$ cat src/rtl/conv_input_interface_pkg.sv
// Shared definitions for the conv layer: geometry, controller cmd/ack codes and the
// input-interface FSM state type.
package conv_layer_defs;

    localparam int unsigned WIDTH       = 32;
    localparam int unsigned KERNEL_SIZE = 3;
    localparam int unsigned IMAGE_SIZE  = 8;
    localparam int unsigned ADDR_WIDTH  = 6;
    localparam int unsigned ROM_DEPTH   = 64;

    localparam int unsigned COL_W  = $clog2(IMAGE_SIZE);
    localparam int unsigned ROW_W  = $clog2(KERNEL_SIZE);
    localparam int unsigned NROW_W = $clog2(IMAGE_SIZE);

    localparam logic [1:0] CMD_IDLE          = 2'd0;
    localparam logic [1:0] CMD_PRELOAD_START = 2'd1;
    localparam logic [1:0] CMD_SHIFT_START   = 2'd2;
    localparam logic [1:0] CMD_LOAD_START    = 2'd3;

    localparam logic [1:0] ACK_IDLE        = 2'd0;
    localparam logic [1:0] ACK_PRELOAD_FIN = 2'd1;
    localparam logic [1:0] ACK_SHIFT_FIN   = 2'd2;
    localparam logic [1:0] ACK_LOAD_FIN    = 2'd3;

    typedef enum logic [2:0] {
        StIdle,
        StPreloadRd,
        StLoadRd,
        StDrain,
        StAck
    } in_state_e;

endpackage

$ cat src/rtl/conv_input_interface_line_buffer.sv
// KERNEL_SIZE x IMAGE_SIZE word line buffer: single write port, whole-row shift-up,
// and a combinational column read with row 0 in the LSBs.
module conv_line_buffer
    import conv_layer_defs::*;
(
    input  logic                          clk,
    input  logic                          rst_n,
    input  logic                          i_wr_en,
    input  logic [ROW_W-1:0]              i_wr_row,
    input  logic [COL_W-1:0]              i_wr_col,
    input  logic [WIDTH-1:0]              i_wr_data,
    input  logic                          i_shift_up,
    input  logic [COL_W-1:0]              i_rd_col,
    output logic [KERNEL_SIZE*WIDTH-1:0]  o_column
);

    logic [WIDTH-1:0] r_buf [KERNEL_SIZE][IMAGE_SIZE];

    always_ff @(posedge clk) begin
        if (!rst_n) begin
            for (int r = 0; r < KERNEL_SIZE; r++) begin
                for (int c = 0; c < IMAGE_SIZE; c++) begin
                    r_buf[r][c] <= '0;
                end
            end
        end else if (i_shift_up) begin
            // Top row keeps its old words; the following reads overwrite all of them.
            for (int r = 0; r < KERNEL_SIZE - 1; r++) begin
                for (int c = 0; c < IMAGE_SIZE; c++) begin
                    r_buf[r][c] <= r_buf[r+1][c];
                end
            end
        end else if (i_wr_en) begin
            r_buf[i_wr_row][i_wr_col] <= i_wr_data;
        end
    end

    always_comb begin
        o_column = '0;
        for (int r = 0; r < KERNEL_SIZE; r++) begin
            o_column[r*WIDTH +: WIDTH] = r_buf[r][i_rd_col];
        end
    end

endmodule

$ cat src/rtl/conv_input_interface.sv
// Executes PRELOAD / SHIFT / LOAD commands from the conv layer controller against the image
// ROM, maintains the line buffer and emits one kernel column per SHIFT.
module conv_input_interface
    import conv_layer_defs::*;
(
    input  logic                          clk,
    input  logic                          rst_n,
    input  logic [1:0]                    input_interface_cmd,
    output logic [1:0]                    input_interface_ack,
    output logic                          rom_en,
    output logic [ADDR_WIDTH-1:0]         rom_addr,
    input  logic [WIDTH-1:0]              rom_data,
    output logic [KERNEL_SIZE*WIDTH-1:0]  column_data,
    output logic                          column_valid
);

    localparam logic [COL_W-1:0]  COL_LAST  = COL_W'(IMAGE_SIZE - 1);
    localparam logic [ROW_W-1:0]  ROW_LAST  = ROW_W'(KERNEL_SIZE - 1);
    localparam logic [NROW_W-1:0] NROW_LAST = NROW_W'(IMAGE_SIZE - 1);

    in_state_e                   r_state, w_state_d;
    logic [COL_W-1:0]            r_col_ptr;
    logic [NROW_W-1:0]           r_next_row;
    logic [ROW_W-1:0]            r_fill_row;
    logic [COL_W-1:0]            r_fill_col;
    logic                        r_rom_en;
    logic [ADDR_WIDTH-1:0]       r_rom_addr;
    logic                        r_cap_valid;
    logic [ROW_W-1:0]            r_cap_row;
    logic [COL_W-1:0]            r_cap_col;
    logic [1:0]                  r_pending_ack;
    logic [KERNEL_SIZE*WIDTH-1:0] r_col_data;
    logic                        r_col_valid;

    logic                        w_start_preload, w_start_load, w_do_shift, w_last_issue;
    logic [KERNEL_SIZE*WIDTH-1:0] w_column;

    // PRELOAD ends on the last column of the top row; LOAD fills only the top row.
    assign w_last_issue = (r_fill_row == ROW_LAST) && (r_fill_col == COL_LAST);

    always_ff @(posedge clk) begin
        if (!rst_n) begin
            r_state <= StIdle;
        end else begin
            r_state <= w_state_d;
        end
    end

    always_comb begin
        w_state_d       = r_state;
        w_start_preload = 1'b0;
        w_start_load    = 1'b0;
        w_do_shift      = 1'b0;
        unique case (r_state)
            StIdle: begin
                case (input_interface_cmd)
                    CMD_PRELOAD_START: begin
                        w_start_preload = 1'b1;
                        w_state_d       = StPreloadRd;
                    end
                    CMD_LOAD_START: begin
                        w_start_load = 1'b1;
                        w_state_d    = StLoadRd;
                    end
                    CMD_SHIFT_START: begin
                        w_do_shift = 1'b1;
                        w_state_d  = StAck;
                    end
                    default: ;
                endcase
            end
            StPreloadRd, StLoadRd: if (w_last_issue) w_state_d = StDrain;
            StDrain:               w_state_d = StAck;
            StAck:                 w_state_d = StIdle;
            default:               w_state_d = StIdle;
        endcase
    end

    always_ff @(posedge clk) begin
        if (!rst_n) begin
            r_col_ptr     <= '0;
            r_next_row    <= '0;
            r_fill_row    <= '0;
            r_fill_col    <= '0;
            r_rom_en      <= 1'b0;
            r_rom_addr    <= '0;
            r_cap_valid   <= 1'b0;
            r_cap_row     <= '0;
            r_cap_col     <= '0;
            r_pending_ack <= ACK_IDLE;
            r_col_data    <= '0;
            r_col_valid   <= 1'b0;
        end else begin
            // Data for the address issued this cycle returns next cycle.
            r_cap_valid <= r_rom_en;
            r_cap_row   <= r_fill_row;
            r_cap_col   <= r_fill_col;
            r_col_valid <= 1'b0;
            if (w_start_preload) begin
                r_rom_en      <= 1'b1;
                r_rom_addr    <= '0;
                r_fill_row    <= '0;
                r_fill_col    <= '0;
                r_pending_ack <= ACK_PRELOAD_FIN;
            end
            if (w_start_load) begin
                r_rom_en      <= 1'b1;
                r_rom_addr    <= ADDR_WIDTH'(r_next_row * IMAGE_SIZE);
                r_fill_row    <= ROW_LAST;
                r_fill_col    <= '0;
                r_pending_ack <= ACK_LOAD_FIN;
            end
            if (w_do_shift) begin
                r_col_data    <= w_column;
                r_col_valid   <= 1'b1;
                r_col_ptr     <= (r_col_ptr == COL_LAST) ? '0 : r_col_ptr + 1'b1;
                r_pending_ack <= ACK_SHIFT_FIN;
            end
            if (r_rom_en) begin
                if (w_last_issue) begin
                    r_rom_en <= 1'b0;
                end else begin
                    r_rom_addr <= r_rom_addr + 1'b1;
                    if (r_fill_col == COL_LAST) begin
                        r_fill_col <= '0;
                        r_fill_row <= r_fill_row + 1'b1;
                    end else begin
                        r_fill_col <= r_fill_col + 1'b1;
                    end
                end
            end
            if (r_state == StDrain) begin
                r_col_ptr  <= '0;
                r_next_row <= (r_pending_ack == ACK_PRELOAD_FIN) ? NROW_W'(KERNEL_SIZE) :
                              (r_next_row == NROW_LAST) ? '0 : r_next_row + 1'b1;
            end
        end
    end

    conv_line_buffer u_line_buffer (
        .clk        (clk),
        .rst_n      (rst_n),
        .i_wr_en    (r_cap_valid),
        .i_wr_row   (r_cap_row),
        .i_wr_col   (r_cap_col),
        .i_wr_data  (rom_data),
        .i_shift_up (w_start_load),
        .i_rd_col   (r_col_ptr),
        .o_column   (w_column)
    );

    assign input_interface_ack = (r_state == StAck) ? r_pending_ack : ACK_IDLE;
    assign rom_en              = r_rom_en;
    assign rom_addr            = r_rom_addr;
    assign column_data         = r_col_data;
    assign column_valid        = r_col_valid;

endmodule
$ cat config.mk
export PLATFORM = sky130hd
export DESIGN_NAME = conv_input_interface
export DESIGN_NICKNAME = d
export VERILOG_FILES = /design/src/rtl/conv_input_interface_pkg.sv /design/src/rtl/conv_input_interface_line_buffer.sv /design/src/rtl/conv_input_interface.sv
export SDC_FILE = /design/constraint.sdc
export NUM_CORES = 1
export LEC_CHECK = 0
export CELL_PAD_IN_SITES_DETAIL_PLACEMENT = 0
export CELL_PAD_IN_SITES_GLOBAL_PLACEMENT = 1
export CORE_ASPECT_RATIO = 0.7
export CORE_MARGIN = 2
export CORE_UTILIZATION = 49
export DETAILED_ROUTE_END_ITERATION = 6
export GPL_ROUTABILITY_DRIVEN = 0
export PLACE_DENSITY = 0.74
export SYNTH_ARGS = -nofsm -noshare
export SYNTH_HDL_FRONTEND = slang
export SYNTH_SLANG_ARGS = --single-unit
$ cat constraint.sdc
create_clock -name clk -period 4.3 [get_ports clk]
set_input_delay 0.645 -clock clk [delete_from_list [all_inputs] [get_ports clk]]
set_output_delay 0.645 -clock clk [all_outputs]
set_load 0.005 [all_outputs]
==> results.toml <==
[critical_path]
startpoint_type = "register"
crit_type = "register to register"
crit_arrival_ns = 3.45
cp_max_fo = 25
critPathMaxStageDelay_ns = 0.77
r2r_start = "r_state[0]"
required_ns = 4.69
crit_path_start = "r_state[0]"
crit_chain = "or4b_1, o21ai_4, or2_4, buf_4, o2bb2ai_1"
cp_slowest_cell = "or4b_1"
cp-end-kind = "register"

[timing]
fin_skew_ns = 0.02748
hold_viol_final = 0
maxSlewHeadroom_pct = 30.73
min_period_over_period_pct = 71.21
slew_violations = 0
final-setup-viol-count = 0
rsz0062_at_grt = "false"
finalCriticalPeriod_ns = 3.062
tightest_slew_ns = 1.035
max_clock_freq_ghz = 0.3266
setup_tns_ns = 0

[cts]
cts_resized = 0
cts_hold_buf = 0
cts_root_buffer = "clkbuf_16"
cts_buffers = 87
cts_tree = "yes"
htree_levels = 3
post_cts_buffers = 0
clkTransAtPathRegs_ns = 0.06
cts_sinks = 894
worstSkewPairLatency_ns = 0.67
cts_buffer_depth = 3

[drt]
dr.pass1.iters = 5
wl_per_cell_um = 32.43
drc = 0
antenna_left = 0
vias_per_cell = 6.717
routed_wirelength_um = 128200
drt_iter0_markers = 3767
dr_total_vias = 26560

[logic_synthesis]
yosysTopAreaCellShare_pct = 56.91
netlist_top_cells_area = "edfxtp_1 57%, mux4_2 11%, o2bb2ai_1 7.9%"
yosysUniqueCellTypes = 53
async_flop_share_pct = 0
synth-compound-area-share_pct = 14.77
netlist_top_cells_count = "768 x edfxtp_1, 364 x o2bb2ai_1, 263 x and2_1"
postSynthCellCount = 2727
syn_nets = 2771
synth_seq_cells = 894
syn_avg_cell_area_sq_um = 14.86
synth_top_cell_by_area = "edfxtp_1"
yosysMostFrequentCell = "edfxtp_1"
synth_edf_count = 768
synth_fa_ha_area_share_pct = 0.2470
ys_warn_count = 0
synth_xor_area_share_pct = 0.02161
synthMuxAreaShare_pct = 10.75
synth_top_family_by_area = "compound AO/OA/AOI/OAI gates"
synth-simple-area-share_pct = 7.599
ys_seq_area_share_pct = 63.14
synth_ff_type = "edfxtp_1"
synth_area_sq_um = 40520

[global_route]
grt.total_usage_pct = 30.29
grt_pass1_wl_um = 186000
grt_pass1_vias = 25930
grt_max_degree = 91
grt_overflow = 0
antenna_found_initial = 6

[placed_design]
io_buffer_count = 141
hpwl_um = 80870
placed_cells = 3789

[power_and_ir_drop]
clkPwrFrac_pct = 39.3
p_leak_uw = 0.01549
comb_power_share_pct = 9.0
power.density_nw_per_um2 = 426.7
p_sw_uw = 4743
ir_drop_mv = 0.2716
seq_power_share_pct = 51.8
switching_share_pct = 23.93
p_int_uw = 15070

[run]
maxCapViolations = 0

[die]
dieArea_sq_um = 85050
start_util_pct = 49.33
dieHeight_um = 244.6
row_count = 88
fp.dieW_um = 347.7
core_area_sq_um = 82140
ios = 142

[min_path]
hold_class = "register to register"
min_from = "r_fill_row[0]"

[layout]
drive_above_1_share_pct = 18.07
finalNetCount = 2842
instances_no_fill = 3954
seqCellArea_sq_um = 25590
syn2layout_area_growth_pct = 14.62
fill_cells = 6362
multi_input_area_sq_um = 13840

[outcome]
outcome = "completed"
## stage by stage
stage	hold WS (ns)	power [uW]	utilization [%]	worst slack, ns	instance area, sq um
final	0.4798	19820	56.55	1.238	46450
after global routing	0.5040	20340	56.55	1.147	46450
after CTS	0.4737	19850	56.54	1.255	46440
after detailed placement	0.4717	12190	53.04	0.6820	43570
after global placement	0.4699	12140	53.04	0.7047	43570
after floorplan	0.4447	11270	-	0.7653	40520
## logic make-up after synthesis
logic type	Yosys count
AOI/OAI and AO/OA	750
buffers and inverters	283
and+or+nand+nor	596
adders and majority gates	8
DFF	894
xor gates and xnor gates	1
muxes	195
## state kept, by name, indices dropped and copies added (netlist names)
signal,count
u_line_buffer.r_buf,768
r_fill_row,2
r_cap_valid,1
r_cap_col,3
r_pending_ack,2
column_data,96
rom_en,1
column_valid,1
r_next_row,3
r_fill_col,3
r_cap_row,2
r_col_ptr,3
rom_addr,6
r_state,3
## layout by cell type, fill, tap and decap left out, types with 11 or more instances in the layout
cell / Yosys / layout
buf_12: 0 / 38
clkbuf_16: 0 / 87
clkbuf_8: 0 / 14
o2bb2ai_2: 20 / 20
a21oi_1: 13 / 12
o2bb2ai_1: 364 / 364
mux4_2: 192 / 192
edfxtp_1: 768 / 768
o21ai_4: 1 / 13
dfxtp_1: 126 / 124
buf_4: 4 / 79
nand2_1: 150 / 146
clkdlybuf4s50_1: 0 / 140
o21ai_0: 112 / 100
a22o_1: 128 / 128
clkinv_2: 0 / 19
and2_1: 263 / 263
nor2_1: 126 / 119
o22ai_1: 95 / 95
clkinv_1: 0 / 11
clkbuf_1: 128 / 17
## power by group through the flow
| stage | logic, uW | clock network [uW] | registers, uW |
|---|---|---|---|
| 3_5_place_dp | 1760 | 0 | 10400 |
| 5_1_grt | 1870 | 8170 | 10300 |
| 3_3_place_gp | 1740 | 0 | 10400 |
| 4_1_cts | 1770 | 7830 | 10200 |
| 2_1_floorplan | 967 | 0 | 10300 |
| 6_report | 1770 | 7780 | 10300 |
## per-layer routing
metal,track usage (%),vias up,routed length [um]
li1,-,11040,-
met5,0,-,17
met2,42.57,1849,53850
met1,45.23,13430,53430
met3,9.044,248,17290
met4,9.307,2,3629
## worst max-delay path: cells and delay by family, from the launching register on
kind,cells,cell delay (ns)
buffers and inverters,1,0.42
DFF,1,0.44
and+or+nand+nor,2,1.34
AOI/OAI and AO/OA,2,0.57
## layout make-up
type	instances	share of cell area [%]
diodes	2	0.01078
clock buffers	118	5.239
clock inverters	45	0.9509
inverters	8	0.06465
multi-input cells	1550	29.79
flip-flops and latches	894	55.10
well taps	1080	2.909
repair buffers	257	5.932
## path summary, 6_finish.rpt
path / slack [ns] / cells past startpoint / endpoint
min reg2reg: 0.48 / 2 / r_cap_row[0]
max: 1.24 / 5 / u_line_buffer.r_buf[0][219]
min: 0.48 / 2 / r_cap_row[0]
max reg2reg: 1.24 / 5 / u_line_buffer.r_buf[0][219]
Note: power is estimated with default switching activity, not from simulation.
